File: src/rtl/wordle_pkg.sv
// Shared definitions for the Wordle board controller and its renderer.
// Holds the grid geometry, key/tile/FSM/game enums, letter code constants
// and a small helper to pick one letter out of a packed word.
package wordle_pkg;

  localparam int unsigned ROWS  = 6;
  localparam int unsigned COLS  = 5;
  localparam int unsigned LTR_W = 5;

  typedef enum logic [1:0] {
    KeyLetter    = 2'd0,
    KeyBackspace = 2'd1,
    KeyEnter     = 2'd2,
    KeyReserved  = 2'd3
  } key_type_e;

  // Renderer maps these straight to tile colours.
  typedef enum logic [1:0] {
    TilePending = 2'd0,
    TileAbsent  = 2'd1,
    TilePresent = 2'd2,
    TileCorrect = 2'd3
  } tile_status_e;

  typedef enum logic [1:0] {
    StEdit   = 2'd0,
    StScore  = 2'd1,
    StCommit = 2'd2,
    StDone   = 2'd3
  } board_state_e;

  typedef enum logic [1:0] {
    GamePlaying = 2'd0,
    GameWon     = 2'd1,
    GameLost    = 2'd2
  } game_state_e;

  localparam logic [LTR_W-1:0] LTR_A = 5'd0,  LTR_B = 5'd1,  LTR_C = 5'd2,  LTR_D = 5'd3;
  localparam logic [LTR_W-1:0] LTR_E = 5'd4,  LTR_F = 5'd5,  LTR_G = 5'd6,  LTR_H = 5'd7;
  localparam logic [LTR_W-1:0] LTR_I = 5'd8,  LTR_J = 5'd9,  LTR_K = 5'd10, LTR_L = 5'd11;
  localparam logic [LTR_W-1:0] LTR_M = 5'd12, LTR_N = 5'd13, LTR_O = 5'd14, LTR_P = 5'd15;
  localparam logic [LTR_W-1:0] LTR_Q = 5'd16, LTR_R = 5'd17, LTR_S = 5'd18, LTR_T = 5'd19;
  localparam logic [LTR_W-1:0] LTR_U = 5'd20, LTR_V = 5'd21, LTR_W_ = 5'd22, LTR_X = 5'd23;
  localparam logic [LTR_W-1:0] LTR_Y = 5'd24, LTR_Z = 5'd25;

  // Letter idx of a packed word; letter 0 sits in the low bits.
  function automatic logic [LTR_W-1:0] word_letter(input logic [COLS*LTR_W-1:0] word,
                                                   input logic [2:0] idx);
    return word[idx*LTR_W +: LTR_W];
  endfunction

endpackage

File: src/rtl/wordle_scorer.sv
// Two-pass Wordle scorer.
// Pass G (COLS cycles) marks exact matches CORRECT and reserves those target
// letters; pass Y (COLS cycles) gives each remaining guess letter the lowest
// unreserved matching target letter, marking it PRESENT.
// Ports:
//   clk, rst  : clock, asynchronous active-high reset
//   clear     : abandon any pass in progress
//   start     : latch guess/target and begin pass G
//   guess     : packed guess word, letter 0 in [4:0]
//   target    : packed target word, letter 0 in [4:0]
//   done      : high in the cycle the final step is taken; status is complete
//               from the following cycle
//   status    : 2 bits per letter (tile_status_e), letter 0 in [1:0]
module wordle_scorer
  import wordle_pkg::*;
(
  input  logic                  clk,
  input  logic                  rst,
  input  logic                  clear,
  input  logic                  start,
  input  logic [COLS*LTR_W-1:0] guess,
  input  logic [COLS*LTR_W-1:0] target,
  output logic                  done,
  output logic [2*COLS-1:0]     status
);

  typedef enum logic [1:0] {PhIdle, PhGreen, PhYellow} phase_e;

  localparam logic [2:0] LastIdx = 3'(COLS - 1);

  phase_e                phase_q, phase_d;
  logic [2:0]            idx_q, idx_d;
  logic [COLS-1:0]       used_q, used_d;
  logic [2*COLS-1:0]     scratch_q, scratch_d;
  logic [COLS*LTR_W-1:0] guess_q, target_q;

  logic [LTR_W-1:0] cur_g, cur_t;
  logic             hit_found;
  logic [2:0]       hit_j;

  always_comb begin
    cur_g = word_letter(guess_q, idx_q);
    cur_t = word_letter(target_q, idx_q);
    // Descending scan so the lowest free match wins.
    hit_found = 1'b0;
    hit_j     = '0;
    for (int j = int'(COLS) - 1; j >= 0; j--) begin
      if (!used_q[j] && (target_q[j*LTR_W +: LTR_W] == cur_g)) begin
        hit_found = 1'b1;
        hit_j     = 3'(j);
      end
    end
  end

  always_comb begin
    phase_d   = phase_q;
    idx_d     = idx_q;
    used_d    = used_q;
    scratch_d = scratch_q;
    done      = 1'b0;

    unique case (phase_q)
      PhIdle: ;
      PhGreen: begin
        if (cur_g == cur_t) begin
          scratch_d[idx_q*2 +: 2] = TileCorrect;
          used_d[idx_q]           = 1'b1;
        end else begin
          scratch_d[idx_q*2 +: 2] = TileAbsent;
        end
        if (idx_q == LastIdx) begin
          phase_d = PhYellow;
          idx_d   = '0;
        end else begin
          idx_d = idx_q + 3'd1;
        end
      end
      PhYellow: begin
        if ((scratch_q[idx_q*2 +: 2] != TileCorrect) && hit_found) begin
          scratch_d[idx_q*2 +: 2] = TilePresent;
          used_d[hit_j]           = 1'b1;
        end
        if (idx_q == LastIdx) begin
          phase_d = PhIdle;
          idx_d   = '0;
          done    = 1'b1;
        end else begin
          idx_d = idx_q + 3'd1;
        end
      end
      default: phase_d = PhIdle;
    endcase

    if (start) begin
      phase_d = PhGreen;
      idx_d   = '0;
      used_d  = '0;
    end
    if (clear) begin
      phase_d = PhIdle;
      idx_d   = '0;
      used_d  = '0;
      done    = 1'b0;
    end
  end

  always_ff @(posedge clk or posedge rst) begin
    if (rst) begin
      phase_q   <= PhIdle;
      idx_q     <= '0;
      used_q    <= '0;
      scratch_q <= '0;
      guess_q   <= '0;
      target_q  <= '0;
    end else begin
      phase_q   <= phase_d;
      idx_q     <= idx_d;
      used_q    <= used_d;
      scratch_q <= scratch_d;
      if (start) begin
        guess_q  <= guess;
        target_q <= target;
      end
    end
  end

  assign status = scratch_q;

endmodule

File: src/rtl/wordle_board_ctrl.sv
// Wordle game-board controller: 6x5 grid storage, keystroke FSM, row commit
// and a registered random-access read port for the VGA renderer.
// Ports:
//   dclk, clr         : pixel clock, asynchronous active-high reset
//   new_game          : pulse; clear the board and latch target_word
//   target_word       : five letter codes, letter 0 in [4:0]
//   key_valid/type/code, key_ready : keystroke handshake
//   rd_row, rd_col    : renderer cell index
//   rd_letter/filled/status : cell contents, one cycle after the index
//   cur_row, cur_col  : active row and next free column
//   game_state        : PLAYING / WON / LOST
//   busy              : scoring or commit in progress
module wordle_board_ctrl
  import wordle_pkg::*;
(
  input  logic                  dclk,
  input  logic                  clr,
  input  logic                  new_game,
  input  logic [COLS*LTR_W-1:0] target_word,
  input  logic                  key_valid,
  input  logic [1:0]            key_type,
  input  logic [LTR_W-1:0]      key_code,
  output logic                  key_ready,
  input  logic [2:0]            rd_row,
  input  logic [2:0]            rd_col,
  output logic [LTR_W-1:0]      rd_letter,
  output logic                  rd_filled,
  output logic [1:0]            rd_status,
  output logic [2:0]            cur_row,
  output logic [2:0]            cur_col,
  output logic [1:0]            game_state,
  output logic                  busy
);

  localparam logic [2:0] LastRow = 3'(ROWS - 1);
  localparam logic [2:0] FullCol = 3'(COLS);

  board_state_e state_q, state_d;

  logic [LTR_W-1:0] letter_q [ROWS][COLS];
  logic             filled_q [ROWS][COLS];
  logic [1:0]       status_q [ROWS][COLS];

  logic [COLS*LTR_W-1:0] target_q;
  logic [COLS*LTR_W-1:0] guess;
  logic [2:0]            row_q, col_q;
  game_state_e           game_q;

  logic              key_acc, do_letter, do_bksp, do_enter, do_commit;
  logic              sc_done, all_correct;
  logic [2*COLS-1:0] sc_status;

  // Key decode; every accepted key is consumed even when it has no effect.
  always_comb begin
    key_acc   = key_valid && key_ready;
    do_letter = key_acc && (key_type == KeyLetter) && (col_q < FullCol) && (key_code <= LTR_Z);
    do_bksp   = key_acc && (key_type == KeyBackspace) && (col_q != 3'd0);
    do_enter  = key_acc && (key_type == KeyEnter) && (col_q == FullCol);
    do_commit = (state_q == StCommit) && !new_game;
  end

  always_comb begin
    guess = '0;
    for (int c = 0; c < int'(COLS); c++) begin
      guess[c*LTR_W +: LTR_W] = letter_q[row_q][c];
    end
  end

  always_comb begin
    all_correct = 1'b1;
    for (int c = 0; c < int'(COLS); c++) begin
      if (sc_status[c*2 +: 2] != TileCorrect) all_correct = 1'b0;
    end
  end

  wordle_scorer u_scorer (
    .clk    (dclk),
    .rst    (clr),
    .clear  (new_game),
    .start  (do_enter),
    .guess  (guess),
    .target (target_q),
    .done   (sc_done),
    .status (sc_status)
  );

  // FSM state register
  always_ff @(posedge dclk or posedge clr) begin
    if (clr) begin
      state_q <= StEdit;
    end else begin
      state_q <= state_d;
    end
  end

  // FSM next state
  always_comb begin
    state_d = state_q;
    unique case (state_q)
      StEdit:   if (do_enter) state_d = StScore;
      StScore:  if (sc_done) state_d = StCommit;
      StCommit: state_d = (all_correct || (row_q == LastRow)) ? StDone : StEdit;
      StDone:   ;
      default:  state_d = StEdit;
    endcase
    if (new_game) state_d = StEdit;
  end

  // FSM outputs
  always_comb begin
    key_ready = (state_q == StEdit) && !new_game;
    busy      = (state_q == StScore) || (state_q == StCommit);
  end

  // Grid, cursor, target and game result
  always_ff @(posedge dclk or posedge clr) begin
    if (clr) begin
      for (int r = 0; r < int'(ROWS); r++) begin
        for (int c = 0; c < int'(COLS); c++) begin
          letter_q[r][c] <= '0;
          filled_q[r][c] <= 1'b0;
          status_q[r][c] <= TilePending;
        end
      end
      target_q <= '0;
      row_q    <= '0;
      col_q    <= '0;
      game_q   <= GamePlaying;
    end else if (new_game) begin
      for (int r = 0; r < int'(ROWS); r++) begin
        for (int c = 0; c < int'(COLS); c++) begin
          letter_q[r][c] <= '0;
          filled_q[r][c] <= 1'b0;
          status_q[r][c] <= TilePending;
        end
      end
      target_q <= target_word;
      row_q    <= '0;
      col_q    <= '0;
      game_q   <= GamePlaying;
    end else begin
      if (do_letter) begin
        letter_q[row_q][col_q] <= key_code;
        filled_q[row_q][col_q] <= 1'b1;
        col_q                  <= col_q + 3'd1;
      end
      if (do_bksp) begin
        letter_q[row_q][col_q - 3'd1] <= '0;
        filled_q[row_q][col_q - 3'd1] <= 1'b0;
        col_q                         <= col_q - 3'd1;
      end
      // Whole row lands on one edge so the renderer never shows a partial score.
      if (do_commit) begin
        for (int c = 0; c < int'(COLS); c++) begin
          status_q[row_q][c] <= sc_status[c*2 +: 2];
        end
        if (all_correct) begin
          game_q <= GameWon;
        end else if (row_q == LastRow) begin
          game_q <= GameLost;
        end else begin
          row_q <= row_q + 3'd1;
          col_q <= '0;
        end
      end
    end
  end

  // Registered read port
  always_ff @(posedge dclk or posedge clr) begin
    if (clr) begin
      rd_letter <= '0;
      rd_filled <= 1'b0;
      rd_status <= TilePending;
    end else if ((rd_row < 3'(ROWS)) && (rd_col < 3'(COLS))) begin
      rd_letter <= letter_q[rd_row][rd_col];
      rd_filled <= filled_q[rd_row][rd_col];
      rd_status <= status_q[rd_row][rd_col];
    end else begin
      rd_letter <= '0;
      rd_filled <= 1'b0;
      rd_status <= TilePending;
    end
  end

  assign cur_row    = row_q;
  assign cur_col    = col_q;
  assign game_state = game_q;

endmodule

File: config.mk
export PLATFORM = sky130hd
export DESIGN_NAME = wordle_board_ctrl
export DESIGN_NICKNAME = d
export VERILOG_FILES = /design/src/rtl/wordle_pkg.sv /design/src/rtl/wordle_scorer.sv /design/src/rtl/wordle_board_ctrl.sv
export SDC_FILE = /design/constraint.sdc
export NUM_CORES = 1
export LEC_CHECK = 0
export CAP_MARGIN = 20
export CORE_ASPECT_RATIO = 1.75
export CORE_MARGIN = 2
export CORE_UTILIZATION = 40
export CTS_CLUSTER_SIZE = 10
export DETAILED_ROUTE_END_ITERATION = 12
export PLACE_DENSITY = 0.54
export SKIP_LAST_GASP = 1
export SLEW_MARGIN = 40
export SYNTH_ARGS = -nofsm -noshare
export SYNTH_HDL_FRONTEND = slang
export SYNTH_SLANG_ARGS = --single-unit
File: constraint.sdc
create_clock -name dclk -period 31.4 [get_ports dclk]
set_input_delay 6.28 -clock dclk [delete_from_list [all_inputs] [get_ports dclk]]
set_output_delay 6.28 -clock dclk [all_outputs]
set_load 0.02 [all_outputs]
# Word level (Yosys, flattened, before mapping)
# Index checks and enable logic that the tools add are counted.
[word_totals]
regBits = 353
wordCells = 350
output_inout_bits = 18
[op_classes]
shifts = 7
addsub = 5
eq_ne = 31
n_mul = 1
reduce_logical = 47
n_mux = 127
n_lt_le_gt_ge = 16
bitwise_logic = 12
[ops]
columns = ["cell", "n"]
rows = [
  ["$mux W150", 4],
  ["$bwmux W60", 5],
  ["$and A150 B150 Y150", 1],
  ["$bmux W25 S3", 2],
  ["$bwmux W150", 1],
  ["$demux W10 S3", 5],
  ["$demux W25 S3", 2],
  ["$mux W25", 6],
  ["$not A150 Y150", 1],
  ["$mux W30", 4],
  ["$mux W60", 2],
  ["$shiftx A2 B34 Y10 const A", 3],
  ["$mux W5", 13],
  ["$demux W5 S3", 4],
  ["$mux W3", 19],
  ["$mux W10", 5],
  ["$shiftx A25 B7 Y5", 2],
  ["$neg A4 Y34", 1],
  ["$shift A2 B34 Y10 const A", 1],
  ["$mux W2", 16],
  ["$and A30 B30 Y30", 1],
  ["$bmux W10 S3", 1],
  ["$bmux W5 S3", 2],
  ["$bwmux W10", 3],
  ["other kinds (42)", 142],
]

# Longest topological paths before layout
[logic_depth]
depth_word = 18
mapped_depth = 12

# Cells and area by module
# Synthesis repeated with hierarchy kept, for this count alone.
[unflattened]
hier_cells = 1829
hier_area_um2 = 19062.0
[modules_own_cells]
columns = ["mod", "cells_each", "area_each_um2", "n_inst"]
rows = [
  ["wordle_board_ctrl", 1454, 14920.6, 1],
  ["wordle_scorer", 375, 4141.5, 1],
]

# Worst setup path after synthesis
# OpenSTA, ideal clock, no wires.
[synth_timing]
path_type = "input port to output port"
startpoint = "input port new_game"
endpoint = "output port key_ready"
t_arrival_ns = 6.615
path_buffers = 0
slack_ns = 18.505
stages = 1
required_ns = 25.120
path_cell_list = "nor2b_1"
[synth_via]
elab_chain_cells = 2
[synth_rtl]
columns = ["item", "line_no", "rtl"]
rows = [
  ["start, declared", "wordle_board_ctrl.sv:18", "input logic new_game,"],
  ["$logic_not A1 Y1", "wordle_board_ctrl.sv:111", "key_ready = (state_q == StEdit) && !new_game;"],
  ["$logic_and A1 B1 Y1", "wordle_board_ctrl.sv:111", ""],
  ["end, declared", "wordle_board_ctrl.sv:23", "output logic key_ready,"],
]
# No other way between the ends.

# Final worst setup path
# Same ends and word-level chain as after synthesis.

==> impl_metrics.yaml <==
synthesis:
  synth_flop_cell: "dfrtp_1"
  synth.avg_cell_area_um2: 9.24
  synth-edff-count: 0
  syn_nets: 2061
  synthArstFlopShare_pct: 100
  synth_seq_cells: 353
  synth_area_mm2: 0.0185
  synth.yosys.seq_area_share_pct: 47.7
  synthCells: 2003
  ys.warnings.count: 0
  ys_types: 70
clock_network:
  cts.sinks: 353
  cts_buffer_depth: 3
  cts_resized: 0
  path_clk_slew_ps: 50
  h-tree-depth: 2
  cts_tree: "built"
  post_cts.repair.setup_buffers: 0
  root_buffer: "clkbuf_16"
  cts_hold_buf: 0
  clkLatencyLatePin_ps: 540
  numCtsBuffers: 41
drt:
  drtAntennaViolNets: 0
  wl_per_cell_um: 22.7
  firstDrtPassIters: 5
  drt_iter0_drc: 1586
  drt_drc_violations_left: 0
  drt-total-wl_um: 58000
  avgViaCountPerCell: 5.98
  vias: 15300
cells_and_area:
  n_antenna_cell: 0
  layout-drive-gt1-share_pct: 8.92
  syn_to_final_growth_pct: 11.0
  fill_cells: 4440
  final_area_mm2: 0.0206
  multi_input_area_mm2: 0.00896
  seqCellArea_mm2: 0.00883
  final_nets: 2027
timing:
  setup-violations-final: 0
  finalCriticalPeriod_ps: 13660
  tns_ps: 0
  hold_violations: 0
  slew_headroom_pct: 42.4
  fmax_mhz: 73.2
  rsz0062_at_grt: "no"
  worst_slew_pin_slew_ps: 863
  fin_skew_ps: 18.5
  fin_crit_sh_pct: 43.5
  drv_slew: 0
global_routing:
  grt_pass1_wl_um: 91200
  grt_max_degree: 121
  grt_pass1_vias: 15400
  antenna_found_initial: 0
  grtUsageTotal_pct: 24.2
  gr-total-overflow: 0
floorplanning:
  coreArea_mm2: 0.0458
  fp.dieH_um: 289
  die_x_um: 167
  rows: 104
  die_area_mm2: 0.0481
  num_io_pins: 60
  start_util_pct: 40.4
run:
  drv_cap: 0
hold_path:
  min_path_type: "flip-flop to flip-flop"
  min_from: "target_q[1]"
power_and_ir_drop:
  cellPowerDensity_mw_per_mm2: 45.5
  vdd_drop_max_v: 0.0000468
  p_leak_nw: 8.49
setup_path:
  reg2reg_from: "u_scorer.idx_q[1]"
  crit_required_ps: 25120
  crit_path_end_kind: "output pin"
  crit_start: "new_game"
  cp.arrival_ps: 7380
  critPathMaxFanout: 38
  startpoint_type: "primary input"
  path_class: "primary input to output pin"
placed_design:
  hpwl_um: 38300
  portBuffers: 59
  post_dp_cell_area_mm2: 0.0195
  globalplace.congestion: 0.872
run_status:
  outcome: "complete, no violations"
## metal layers
metal	vias to the layer above	GRT usage [%]	part of all wire, %	routed length (µm)
li1	7036	-	-	-
met1	7636	28.7	38	22100
met2	477	44.6	53	30900
met3	130	2.38	4.4	2560
met4	0	10.1	4.1	2380
met5	-	0	0	0
## registers in the layout, indices dropped and copies added, names as in the netlist, 3 cells and up
signal             count
cur_col                3
rd_letter              5
cur_row                3
u_scorer.guess_q      25
u_scorer.idx_q         3
u_scorer.used_q        5
u_scorer.target_q     25
u_scorer.status       10
filled_q              30
target_q              25
letter_q             150
status_q              60
## synth_stat cells, types with 5 or more instances
| cell type | n | area (µm²) |
|---|---|---|
| mux2_2 | 25 | 282 |
| nor2_1 | 65 | 244 |
| mux2_1 | 6 | 67.6 |
| ha_1 | 16 | 200 |
| a22oi_1 | 38 | 285 |
| a221o_1 | 8 | 80.1 |
| nand2b_1 | 5 | 31.3 |
| a22o_1 | 14 | 123 |
| nand2_1 | 447 | 1680 |
| dfrtp_1 | 353 | 8830 |
| inv_1 | 22 | 82.6 |
| xnor2_1 | 10 | 87.6 |
| and2_1 | 7 | 43.8 |
| a21o_1 | 30 | 225 |
| a221oi_1 | 57 | 499 |
| buf_2 | 9 | 45.0 |
| mux2i_1 | 96 | 961 |
| mux4_2 | 25 | 563 |
| or3_1 | 7 | 43.8 |
| and3_1 | 8 | 50.1 |
| o221ai_1 | 8 | 70.1 |
| nor3_1 | 15 | 75.1 |
| o22ai_1 | 17 | 106 |
| nand4_1 | 6 | 37.5 |
| clkbuf_1 | 141 | 529 |
| buf_6 | 6 | 67.6 |
| xor2_1 | 16 | 140 |
| o21ai_0 | 54 | 270 |
| buf_1 | 12 | 45.0 |
| nand3_1 | 152 | 761 |
| a21oi_1 | 259 | 1300 |
## cells in the final DEF (no fill, tap or decap), drive strengths merged, types with 18 or more instances in the layout
master,instances
clkdlybuf4s50,55
mux2i,98
nand3,154
o21ai,58
nand2,448
mux4,25
a21o,30
inv,21
a21oi,260
a22oi,38
o22ai,18
clkbuf,45
buf,37
dfrtp,353
mux2,35
a221oi,57
nor2,69
## kinds of logic after synthesis
| group | count (synthesis) | share of synthesized area, % |
|---|---|---|
| AO/OA/AOI/OAI | 513 | 17.4 |
| adder cells (fa/ha/maj) | 16 | 1.08 |
| buffers and inverters | 191 | 4.20 |
| AND/OR/NAND/NOR | 746 | 17.7 |
| XOR/XNOR | 26 | 1.23 |
| flip-flops | 353 | 47.7 |
| multiplexers | 158 | 10.7 |
## metrics by stage
stage               utilization (%)  setup WS, ps  hold WS [ps]  std cells  total power (W)
global route                   44.9         17620           486       2555         0.000965
global placement               42.4         17660           463       2507         0.000530
CTS                            44.8         17700           481       2555         0.000946
finish                         44.9         17740           468       2555         0.000935
detailed placement             42.5         17700           464       2509         0.000531
floorplan                         -         15330           442       2003         0.000507
## final timing paths
path                       slack, ps  depth (start not counted)                   end
setup / recovery               17740                          3             key_ready
hold / removal                   470                          2  u_scorer.target_q[1]
setup reg to reg               27510                          9    u_scorer.status[9]
hold reg to reg                  470                          2  u_scorer.target_q[1]
max in group asynchronous      23750                          4          letter_q[63]
min in group asynchronous       6220                          2           target_q[4]
## layout make-up
cell class,instances,share of cell area [%]
Inverter,22,0.463
Clock inverter,1,0.0243
Clock buffer,45,5.11
Multi-Input combinational cell,1459,43.6
Sequential cell,353,43.0
Tap cell,583,3.55
Timing Repair Buffer,92,4.28
## power by group
| part | switching [W] | internal, W | leakage [nW] |
|---|---|---|---|
| Sequential | 0.00000545 | 0.000460 | 4.87 |
| Combinational | 0.0000382 | 0.0000190 | 3.11 |
| Clock | 0.000179 | 0.000233 | 0.520 |
## worst max-delay path, cell delays in order
cell	delay, ps
buf_4	400
nor2b_1	130
clkdlybuf4s50_1	560
Note: power is estimated with default switching activity, not from simulation.
